File: src/rtl/super_pkg.sv
// ============================================================================
// Module   : super_pkg
// Purpose  : Shared decoded-instruction and operand types for the issue stage,
//            plus the ALU issue arbiter state record.
// Revision : 1.0 - initial release
// ============================================================================
`default_nettype none

package super_pkg;

   localparam int unsigned STARVE_W = 4;

   typedef struct packed {
      logic [6:0]  opcode;
      logic [4:0]  rd;
      logic [4:0]  rs1;
      logic [4:0]  rs2;
      logic [3:0]  cheri_op;
      logic        is_jal;
      logic [31:0] imm;
   } ir_dec_t;

   typedef struct packed {
      logic [31:0] rs1;
      logic [31:0] rs2;
   } full_data2_t;

   typedef struct packed {
      logic                valid;
      logic                src;
      logic [STARVE_W-1:0] starve;
   } arb_state_t;

   // Builds without capability support must never present CHERI/JAL fields downstream.
   function automatic ir_dec_t strip_cheri(input ir_dec_t instr);
      ir_dec_t r;
      r          = instr;
      r.cheri_op = '0;
      r.is_jal   = 1'b0;
      return r;
   endfunction

endpackage

`default_nettype wire

File: src/rtl/alu_arb_prio.sv
// ============================================================================
// Module   : alu_arb_prio
// Purpose  : Combinational two-slot priority select: the older slot 0 wins
//            unless slot 1 has been starved for STARVE_LIMIT lost cycles.
// Revision : 1.0 - initial release
// ============================================================================
`default_nettype none

module alu_arb_prio
   import super_pkg::*;
#(
   parameter int unsigned STARVE_LIMIT = 4
) (
   input  logic                i_req0_valid,
   input  logic                i_req1_valid,
   input  logic [STARVE_W-1:0] i_starve_q,
   output logic                o_grant0,
   output logic                o_grant1
);

   localparam logic [STARVE_W-1:0] c_starve_limit = STARVE_W'(STARVE_LIMIT);

   logic w_force1;

   assign w_force1 = i_req1_valid & (i_starve_q == c_starve_limit);
   assign o_grant1 = i_req1_valid & (~i_req0_valid | w_force1);
   assign o_grant0 = i_req0_valid & ~o_grant1;

endmodule

`default_nettype wire

File: src/rtl/alu_issue_arb.sv
// ============================================================================
// Module   : alu_issue_arb
// Purpose  : Two-slot issue arbiter feeding the ALU pipeline through a single
//            output register, with starvation protection for slot 1.
//            Optional: define ALU_ISSUE_ARB_PERF_EN to add perf_conflict_o.
// Revision : 1.0 - initial release
// ============================================================================
`default_nettype none

module alu_issue_arb
   import super_pkg::*;
#(
   parameter int unsigned StarveLimit = 4,
   parameter bit          CHERIoTEn   = 1'b1
) (
   input  logic        clk_i,
   input  logic        rst_ni,
   input  logic        flush_i,
   input  logic        req0_valid_i,
   input  logic        req1_valid_i,
   output logic        req0_rdy_o,
   output logic        req1_rdy_o,
   input  ir_dec_t     req0_instr_i,
   input  ir_dec_t     req1_instr_i,
   input  full_data2_t req0_data_i,
   input  full_data2_t req1_data_i,
   input  logic        alupl_rdy_i,
   output logic        us_valid_o,
   output ir_dec_t     instr_o,
   output full_data2_t full_data2_o,
`ifdef ALU_ISSUE_ARB_PERF_EN
   output logic [31:0] perf_conflict_o,
`endif
   output logic        grant_src_o
);

   localparam logic [STARVE_W-1:0] c_starve_limit = STARVE_W'(StarveLimit);

   arb_state_t          r_state;
   ir_dec_t             r_instr;
   full_data2_t         r_data;

   logic                w_load_en;
   logic                w_accept;
   logic                w_grant0;
   logic                w_grant1;
   logic                w_grant_any;
   ir_dec_t             w_mux_instr;
   ir_dec_t             w_sel_instr;
   full_data2_t         w_sel_data;
   logic [STARVE_W-1:0] w_starve_d;

   alu_arb_prio #(
      .STARVE_LIMIT (StarveLimit)
   ) u_prio (
      .i_req0_valid (req0_valid_i),
      .i_req1_valid (req1_valid_i),
      .i_starve_q   (r_state.starve),
      .o_grant0     (w_grant0),
      .o_grant1     (w_grant1)
   );

   assign w_load_en   = ~r_state.valid | alupl_rdy_i;
   assign w_accept    = w_load_en & ~flush_i;
   assign w_grant_any = w_grant0 | w_grant1;

   assign req0_rdy_o  = w_accept & w_grant0;
   assign req1_rdy_o  = w_accept & w_grant1;

   assign w_mux_instr = w_grant1 ? req1_instr_i : req0_instr_i;
   assign w_sel_data  = w_grant1 ? req1_data_i  : req0_data_i;

   generate
      if (CHERIoTEn) begin : g_cheri_en
         assign w_sel_instr = w_mux_instr;
      end else begin : g_cheri_dis
         assign w_sel_instr = strip_cheri(w_mux_instr);
      end
   endgenerate

   // Starvation only accrues on cycles where slot 1 actually lost an accept.
   always_comb begin
      w_starve_d = r_state.starve;
      if (!req1_valid_i || (w_accept && w_grant1)) begin
         w_starve_d = '0;
      end else if (w_accept && w_grant0 && (r_state.starve != c_starve_limit)) begin
         w_starve_d = r_state.starve + STARVE_W'(1);
      end
   end

   always_ff @(posedge clk_i or negedge rst_ni) begin
      if (!rst_ni) begin
         r_state <= '0;
         r_instr <= '0;
         r_data  <= '0;
      end else if (flush_i) begin
         r_state.valid  <= 1'b0;
         r_state.starve <= '0;
      end else begin
         if (w_load_en) begin
            r_state.valid <= w_grant_any;
            if (w_grant_any) begin
               r_state.src <= w_grant1;
               r_instr     <= w_sel_instr;
               r_data      <= w_sel_data;
            end
         end
         r_state.starve <= w_starve_d;
      end
   end

   assign us_valid_o   = r_state.valid;
   assign grant_src_o  = r_state.src;
   assign instr_o      = r_instr;
   assign full_data2_o = r_data;

`ifdef ALU_ISSUE_ARB_PERF_EN
   logic [31:0] r_perf_conflict;

   // Counts contention whenever the register could load; flush does not reset it.
   always_ff @(posedge clk_i or negedge rst_ni) begin
      if (!rst_ni) begin
         r_perf_conflict <= '0;
      end else if (req0_valid_i && req1_valid_i && w_load_en) begin
         r_perf_conflict <= r_perf_conflict + 32'd1;
      end
   end

   assign perf_conflict_o = r_perf_conflict;
`endif

endmodule

`default_nettype wire

File: config.mk
export PLATFORM = sky130hd
export DESIGN_NAME = alu_issue_arb
export DESIGN_NICKNAME = d
export VERILOG_FILES = /design/src/rtl/super_pkg.sv /design/src/rtl/alu_arb_prio.sv /design/src/rtl/alu_issue_arb.sv
export SDC_FILE = /design/constraint.sdc
export NUM_CORES = 1
export LEC_CHECK = 0
export BUFFER_PORTS_ARGS = -buffer_cell sky130_fd_sc_hd__buf_4
export CAP_MARGIN = 0
export CORE_ASPECT_RATIO = 1.25
export CORE_MARGIN = 4
export CORE_UTILIZATION = 30
export CTS_BUF_LIST = sky130_fd_sc_hd__clkbuf_8 sky130_fd_sc_hd__clkbuf_16
export CTS_CLUSTER_SIZE = 16
export DETAILED_ROUTE_END_ITERATION = 6
export GPL_TIMING_DRIVEN = 0
export PLACE_DENSITY = 0.67
export SLEW_MARGIN = 40
export SYNTH_ARGS = -nofsm -noshare
export SYNTH_HDL_FRONTEND = slang
export SYNTH_SLANG_ARGS = --single-unit
export TNS_END_PERCENT = 30
File: constraint.sdc
create_clock -name clk_i -period 5.25 [get_ports clk_i]
set_clock_uncertainty 0.15 [all_clocks]
set_input_delay 1.05 -clock clk_i [delete_from_list [all_inputs] [get_ports clk_i]]
set_output_delay 1.05 -clock clk_i [all_outputs]
set_load 0.005 [all_outputs]
==> results.py, run 1 <==
metrics = {
    "clocking": {
        "tritoncts": "done",
        "cts_sinks": 129,
        "root_buffer": "clkbuf_16",
        "postCtsSetupBuffers": 0,
        "clk_path_buf_depth": 2,
        "clock_latency_ns": 0.40,
        "cts_hold_buf": 0,
        "cts-htree-levels": 4,
        "cts.repair.resized": 0,
        "path_clk_slew_ns": 0.06,
        "cts_made_buffers": 17,
    },
    "floorplan": {
        "coreArea_um2": 21600,
        "row_count": 60,
        "die_w_um": 141,
        "dieArea_um2": 24500,
        "start_util": 0.306,
        "ios": 379,
        "die_h_um": 174,
    },
    "flow_run": {
        "maxCapViolCount": 0,
    },
    "layout": {
        "nets": 1086,
        "synthToLayoutAreaGrowth_pct": 58.1,
        "layout-drive-gt1-share": 0.808,
        "stdcell_area_um2": 10500,
        "antenna_cells": 0,
        "fillers": 2023,
    },
    "timing": {
        "hold_viol": 0,
        "post-route-period-util": 0.645,
        "whs_ns": 0.355,
        "tightest_slew_ns": 0.722,
        "tns_ns": 0,
        "finalSetupViolCount": 0,
        "fmax_mhz": 295,
        "min_period_ns": 3.38,
        "grt_setup_unrepaired": "no",
        "slew_headroom": 0.517,
        "setup_ws_ns": 1.87,
        "drv_slew": 0,
    },
    "critical_path": {
        "r2r-start": "us_valid_o",
        "rr_worst_depth": 6,
        "r2r_slack_ns": 2.60,
        "crit_path_max_fanout": 10,
        "timing.rr.end": "full_data2_o[24]",
        "crit_type": "register to output pin",
        "cp_data_arrival_time_ns": 2.18,
        "startpoint_type": "register",
        "critPathRequiredTime_ns": 4.05,
        "end_kind": "output pin",
    },
    "yosys": {
        "syn_area_um2": 6620,
        "synth-seq-cells": 129,
        "syn_nets": 688,
        "yosysUniqueCellTypes": 23,
        "synth_seq_area_share": 0.488,
        "syn_area_per_cell_um2": 15.3,
        "synthCells": 434,
        "yosys_warnings": 0,
    },
    "drt": {
        "dr.pass1.iters": 4,
        "routedWlPerCell_um": 18.2,
        "remaining_drc_errors": 0,
        "avgViaCountPerCell": 4.52,
        "vias": 5085,
        "drt.antenna.violating_nets": 0,
        "drt-total-wl_um": 20500,
        "drtIter0Drc": 114,
    },
    "global_routing": {
        "grt_pass1_vias": 5603,
        "grt_pass1_wl_um": 30900,
        "grt_usage": 0.163,
        "grt-ovfl-total": 0,
        "grt_max_degree": 70,
        "antenna_found_initial": 0,
    },
    "placed_design": {
        "placed_area_um2": 9840,
        "place_congestion": 0.802,
        "portBuffers": 378,
        "post-dp-hpwl_um": 16300,
        "dp_worst_setup_slack_ns": 1.69,
    },
    "hold_path": {
        "hold_class": "register to register",
        "hold_depth": 1,
        "hold_path_end": "instr_o[12]",
        "min_from": "instr_o[12]",
    },
    "power": {
        "power.density_nw_per_um2": 327,
        "ir_drop_v": 0.000199,
        "power_mw": 3.42,
        "leakagePower_nw": 5.14,
    },
    "run_status": {
        "status": "completed",
    },
}
[logic make-up (layout without fill, tap and decap cells)]
family / after synthesis / in the layout / share of synthesized area
XOR/XNOR: 1 / 1 / 0.00132
buffers and inverters: 31 / 442 / 0.0295
AO/OA/AOI/OAI: 6 / 6 / 0.00567
multiplexers: 248 / 248 / 0.459
AND/OR/NAND/NOR: 17 / 17 / 0.0127
adder cells (fa/ha/maj): 2 / 2 / 0.00378
flip-flops: 129 / 129 / 0.488
[critical path: stages (launching register included)]
cell	delay, ns
dfrtp_1	0.37
inv_1	0.08
ha_1	0.20
nand3b_1	0.15
a21o_1	0.15
buf_6	0.15
buf_6	0.22
buf_6	0.19
and3_1	0.16
buf_4	0.11
[metal layers]
layer  share of wire  global-route usage  up-vias
li1                -                   -     2372
met1            0.37               0.183     2490
met2            0.53               0.288      193
met3           0.073              0.0548       30
met4           0.021              0.0517        0
met5               0                   0        -
[metrics by stage]
step / instances / util
after floorplan: 434 / -
after global placement: 1091 / 0.454
after detailed placement: 1092 / 0.455
after CTS: 1124 / 0.484
after global routing: 1124 / 0.484
final: 1124 / 0.484
[flip-flops by register name (all words and copies together) (netlist names)]
signal and cells:
full_data2_o 64, grant_src_o 1, instr_o 59, r_state 4
us_valid_o 1
[area by class of cell]
class / count / area (µm²) / share of cell area
clock inverter: 12 / 155 / 0.0148
buffer: 27 / 180 / 0.0172
clock buffer: 20 / 467 / 0.0446
inverter: 4 / 15.0 / 0.00143
tap: 279 / 349 / 0.0334
multi-input combinational: 274 / 3200 / 0.306
timing repair buffer: 379 / 2870 / 0.275
sequential: 129 / 3230 / 0.309
[how the worst max path moves through the flow]
stage	cells past startpoint	to	slack (ns)	from
final	9	req0_rdy_o	1.87	r_state[0]
after global routing	9	req0_rdy_o	1.72	r_state[0]
after CTS	9	req0_rdy_o	1.79	r_state[0]
after detailed placement	7	full_data2_o[24]	1.69	alupl_rdy_i
after global placement	7	full_data2_o[22]	1.73	alupl_rdy_i
after floorplan	6	req0_rdy_o	2.28	req1_valid_i
[power by group]
part,internal [mW],leakage [nW],switching [mW]
Clock,0.789,0.309,0.457
Sequential,1.18,1.52,0.0994
Combinational,0.602,3.31,0.301
[placed cells by master, fill, tap and decap left out]
cell and instances:
nand2b_1 2, buf_2 18, buf_16 1, mux2_2 179, clkinv_2 2, buf_4 380, xnor2_1 1, nand3b_1 1
o21ai_0 1, mux2_4 67, mux2i_1 2, inv_1 5, ha_1 2, buf_8 1, inv_6 3, clkbuf_8 3
buf_6 6, dfrtp_1 129, clkinv_4 2, clkinvlp_4 1, a211o_1 1, nor2_1 6, clkbuf_16 17, and3_1 1
or3_1 1, bufinv_16 3, o22ai_1 1, nor2b_1 1, nand3_1 3, nand2_1 2, a21o_1 1, a21oi_1 2
[synth_stat cells (all sizes together)]
cell,instances,area share
nand2b,2,0.0019
nand2,2,0.0011
nand3b,1,0.0011
xnor2,1,0.0013
a21o,1,0.0011
nor2b,1,0.00095
or3,1,0.00095
ha,2,0.0038
o21ai,1,0.00076
dfrtp,129,0.49
nor2,6,0.0034
o22ai,1,0.00095
mux2,246,0.46
and3,1,0.00095
buf,27,0.027
inv,4,0.0023
a211o,1,0.0013
mux2i,2,0.0030
a21oi,2,0.0015
nand3,3,0.0023
No activity file was read; power rests on OpenSTA's default activity.
==> run 2: changes to the inputs <==
PLACE_DENSITY = 0.69   (was 0.67)
clock period = 3.1 ns   (was 5.25 ns; I/O delays follow)
==> run 2 against run 1 <==
  * Setup slack worse by 1.6 ns
  * Non-clock buffer count unchanged
  * Highest routed layer unchanged
  * Combinational power up 69%
  * Via count about the same
  * Global-route usage down 0.13 points
  * Cell count unchanged
  * Flip-flop and latch count unchanged
  * Largest power group unchanged
  * Routed wire length down 1.5%
  * Critical endpoint unchanged
==> results.py, run 2 (same netlist as run 1, synthesis figures left out) <==
metrics = {
    "drt": {
        "drt-total-wl_um": 20200,
        "remaining_drc_errors": 0,
        "vias": 5086,
        "avgViaCountPerCell": 4.52,
        "drt.antenna.violating_nets": 0,
        "routedWlPerCell_um": 18.0,
        "drtIter0Drc": 108,
        "dr.pass1.iters": 4,
    },
    "power": {
        "power.density_nw_per_um2": 554,
        "p_sw_mw": 1.43,
        "p_int_mw": 4.38,
        "power_frac_seq": 0.372,
        "power_mw": 5.81,
        "ir_drop_v": 0.000343,
        "p_comb_frac": 0.263,
        "leakagePower_nw": 5.14,
        "swShare": 0.246,
        "clock_power_share": 0.366,
    },
    "clocking": {
        "postCtsSetupBuffers": 0,
        "clock_latency_ns": 0.39,
        "cts-htree-levels": 4,
        "cts_sinks": 129,
        "clk_path_buf_depth": 2,
        "path_clk_slew_ns": 0.06,
        "tritoncts": "done",
        "cts_made_buffers": 17,
        "root_buffer": "clkbuf_16",
    },
    "critical_path": {
        "critical_path.most_common_cell": "buf_6",
        "critical-path-slowest-cell": "dfrtp_1",
        "crit_family": "buffers and inverters",
        "crit_path_max_fanout": 18,
        "crit_type": "register to output pin",
        "crit_path_cell_trace": "inv_1, ha_1, nand3b_1, a21o_1, buf_6, buf_6, and3_1, buf_4",
        "critPathRequiredTime_ns": 2.33,
        "end_kind": "output pin",
        "slowest_delay_ns": 0.36,
        "cp_data_arrival_time_ns": 2.06,
        "worst-path-buf-inv": 4,
        "r2r_slack_ns": 0.55,
        "startpoint_type": "register",
    },
    "timing": {
        "tns_ns": 0,
        "fmax_mhz": 353,
        "hold_viol": 0,
        "tightest_slew_ns": 0.543,
        "min_period_ns": 2.83,
        "finalSetupViolCount": 0,
        "grt_setup_unrepaired": "no",
        "whs_ns": 0.247,
        "post-route-period-util": 0.914,
        "drv_slew": 0,
        "slew_headroom": 0.638,
    },
    "placed_design": {
        "place_congestion": 0.786,
        "portBuffers": 378,
        "post-dp-hpwl_um": 16100,
    },
    "layout": {
        "final_util": 0.484,
        "final_common_cell": "buf_4",
        "largest_reg_flops": 64,
        "antenna_cells": 0,
        "synthToLayoutAreaGrowth_pct": 58.2,
        "layout-drive-gt1-share": 0.807,
        "nets": 1086,
        "layout_common_cells": "buf_4, mux2_2, dfrtp_1",
    },
    "floorplan": {
        "row_count": 60,
        "start_util": 0.306,
        "die_h_um": 174,
        "ios": 379,
        "dieArea_um2": 24500,
        "coreArea_um2": 21600,
        "die_w_um": 141,
    },
    "global_routing": {
        "grt_pass1_vias": 5668,
        "grt_usage": 0.161,
        "grt_max_degree": 74,
        "grt_pass1_wl_um": 30800,
        "grt-ovfl-total": 0,
        "antenna_found_initial": 0,
    },
    "hold_path": {
        "hold_class": "primary input to register",
    },
    "flow_run": {
        "maxCapViolCount": 0,
    },
    "run_status": {
        "status": "completed",
    },
}
-- run 2: layer usage --
layer | wire (µm) | vias up | track usage
li1 | - | 2365 | -
met1 | 7600 | 2509 | 0.180
met2 | 10700 | 191 | 0.290
met3 | 1440 | 21 | 0.0526
met4 | 445 | 0 | 0.0477
met5 | 0 | - | 0
-- run 2: area by class of cell --
| cell class | count | area (µm²) |
|---|---|---|
| fillers | 1985 | 11100 |
| flip-flops and latches | 129 | 3230 |
| multi-input cells | 274 | 3200 |
| repair buffers | 380 | 2880 |
| clock buffers | 18 | 439 |
| well taps | 279 | 349 |
| clock inverters | 14 | 190 |
| plain buffers | 26 | 169 |
| inverters | 4 | 15.0 |
-- run 2: final timing paths --
path / start / to / cells after the start
worst max-delay path: r_state[0] / req0_rdy_o / 8
worst min-delay path: flush_i / us_valid_o / 2
worst max register to register: us_valid_o / full_data2_o[26] / 6
worst min register to register: full_data2_o[29] / full_data2_o[29] / 1
max in group asynchronous: rst_ni / full_data2_o[27] / 3
min in group asynchronous: rst_ni / full_data2_o[0] / 2
-- run 2: worst reg2reg max path: cells and delay by family, from the launching register on --
kind / cells / cell delay [ns]
buffers and inverters: 2 / 0.72
DFF: 1 / 0.38
and+or+nand+nor: 3 / 0.81
muxes: 1 / 0.39
-- run 2: through the flow --
stage | std cells | cell area [µm²] | setup WS (ns)
2_1_floorplan | 434 | 6620 | 0.879
3_3_place_gp | 1091 | 9810 | -0.149
3_5_place_dp | 1092 | 9840 | 0.0896
4_1_cts | 1125 | 10500 | 0.123
5_1_grt | 1124 | 10500 | 0.0557
6_report | 1124 | 10500 | 0.266
-- run 2: timing repair --
item,CTS,global route
hold endpoints to repair,19,0
hold buffers,1,0
resized for setup,0,0
endpoints found under the setup margin,0,1
-- run 2: power groups by stage --
stage	clock network, mW	registers [mW]	logic (mW)
floorplan	0	2.20	0.591
global placement	0	2.17	1.54
detailed placement	0	2.19	1.56
CTS	2.19	2.16	1.56
global route	2.26	2.20	1.65
finish	2.12	2.16	1.53
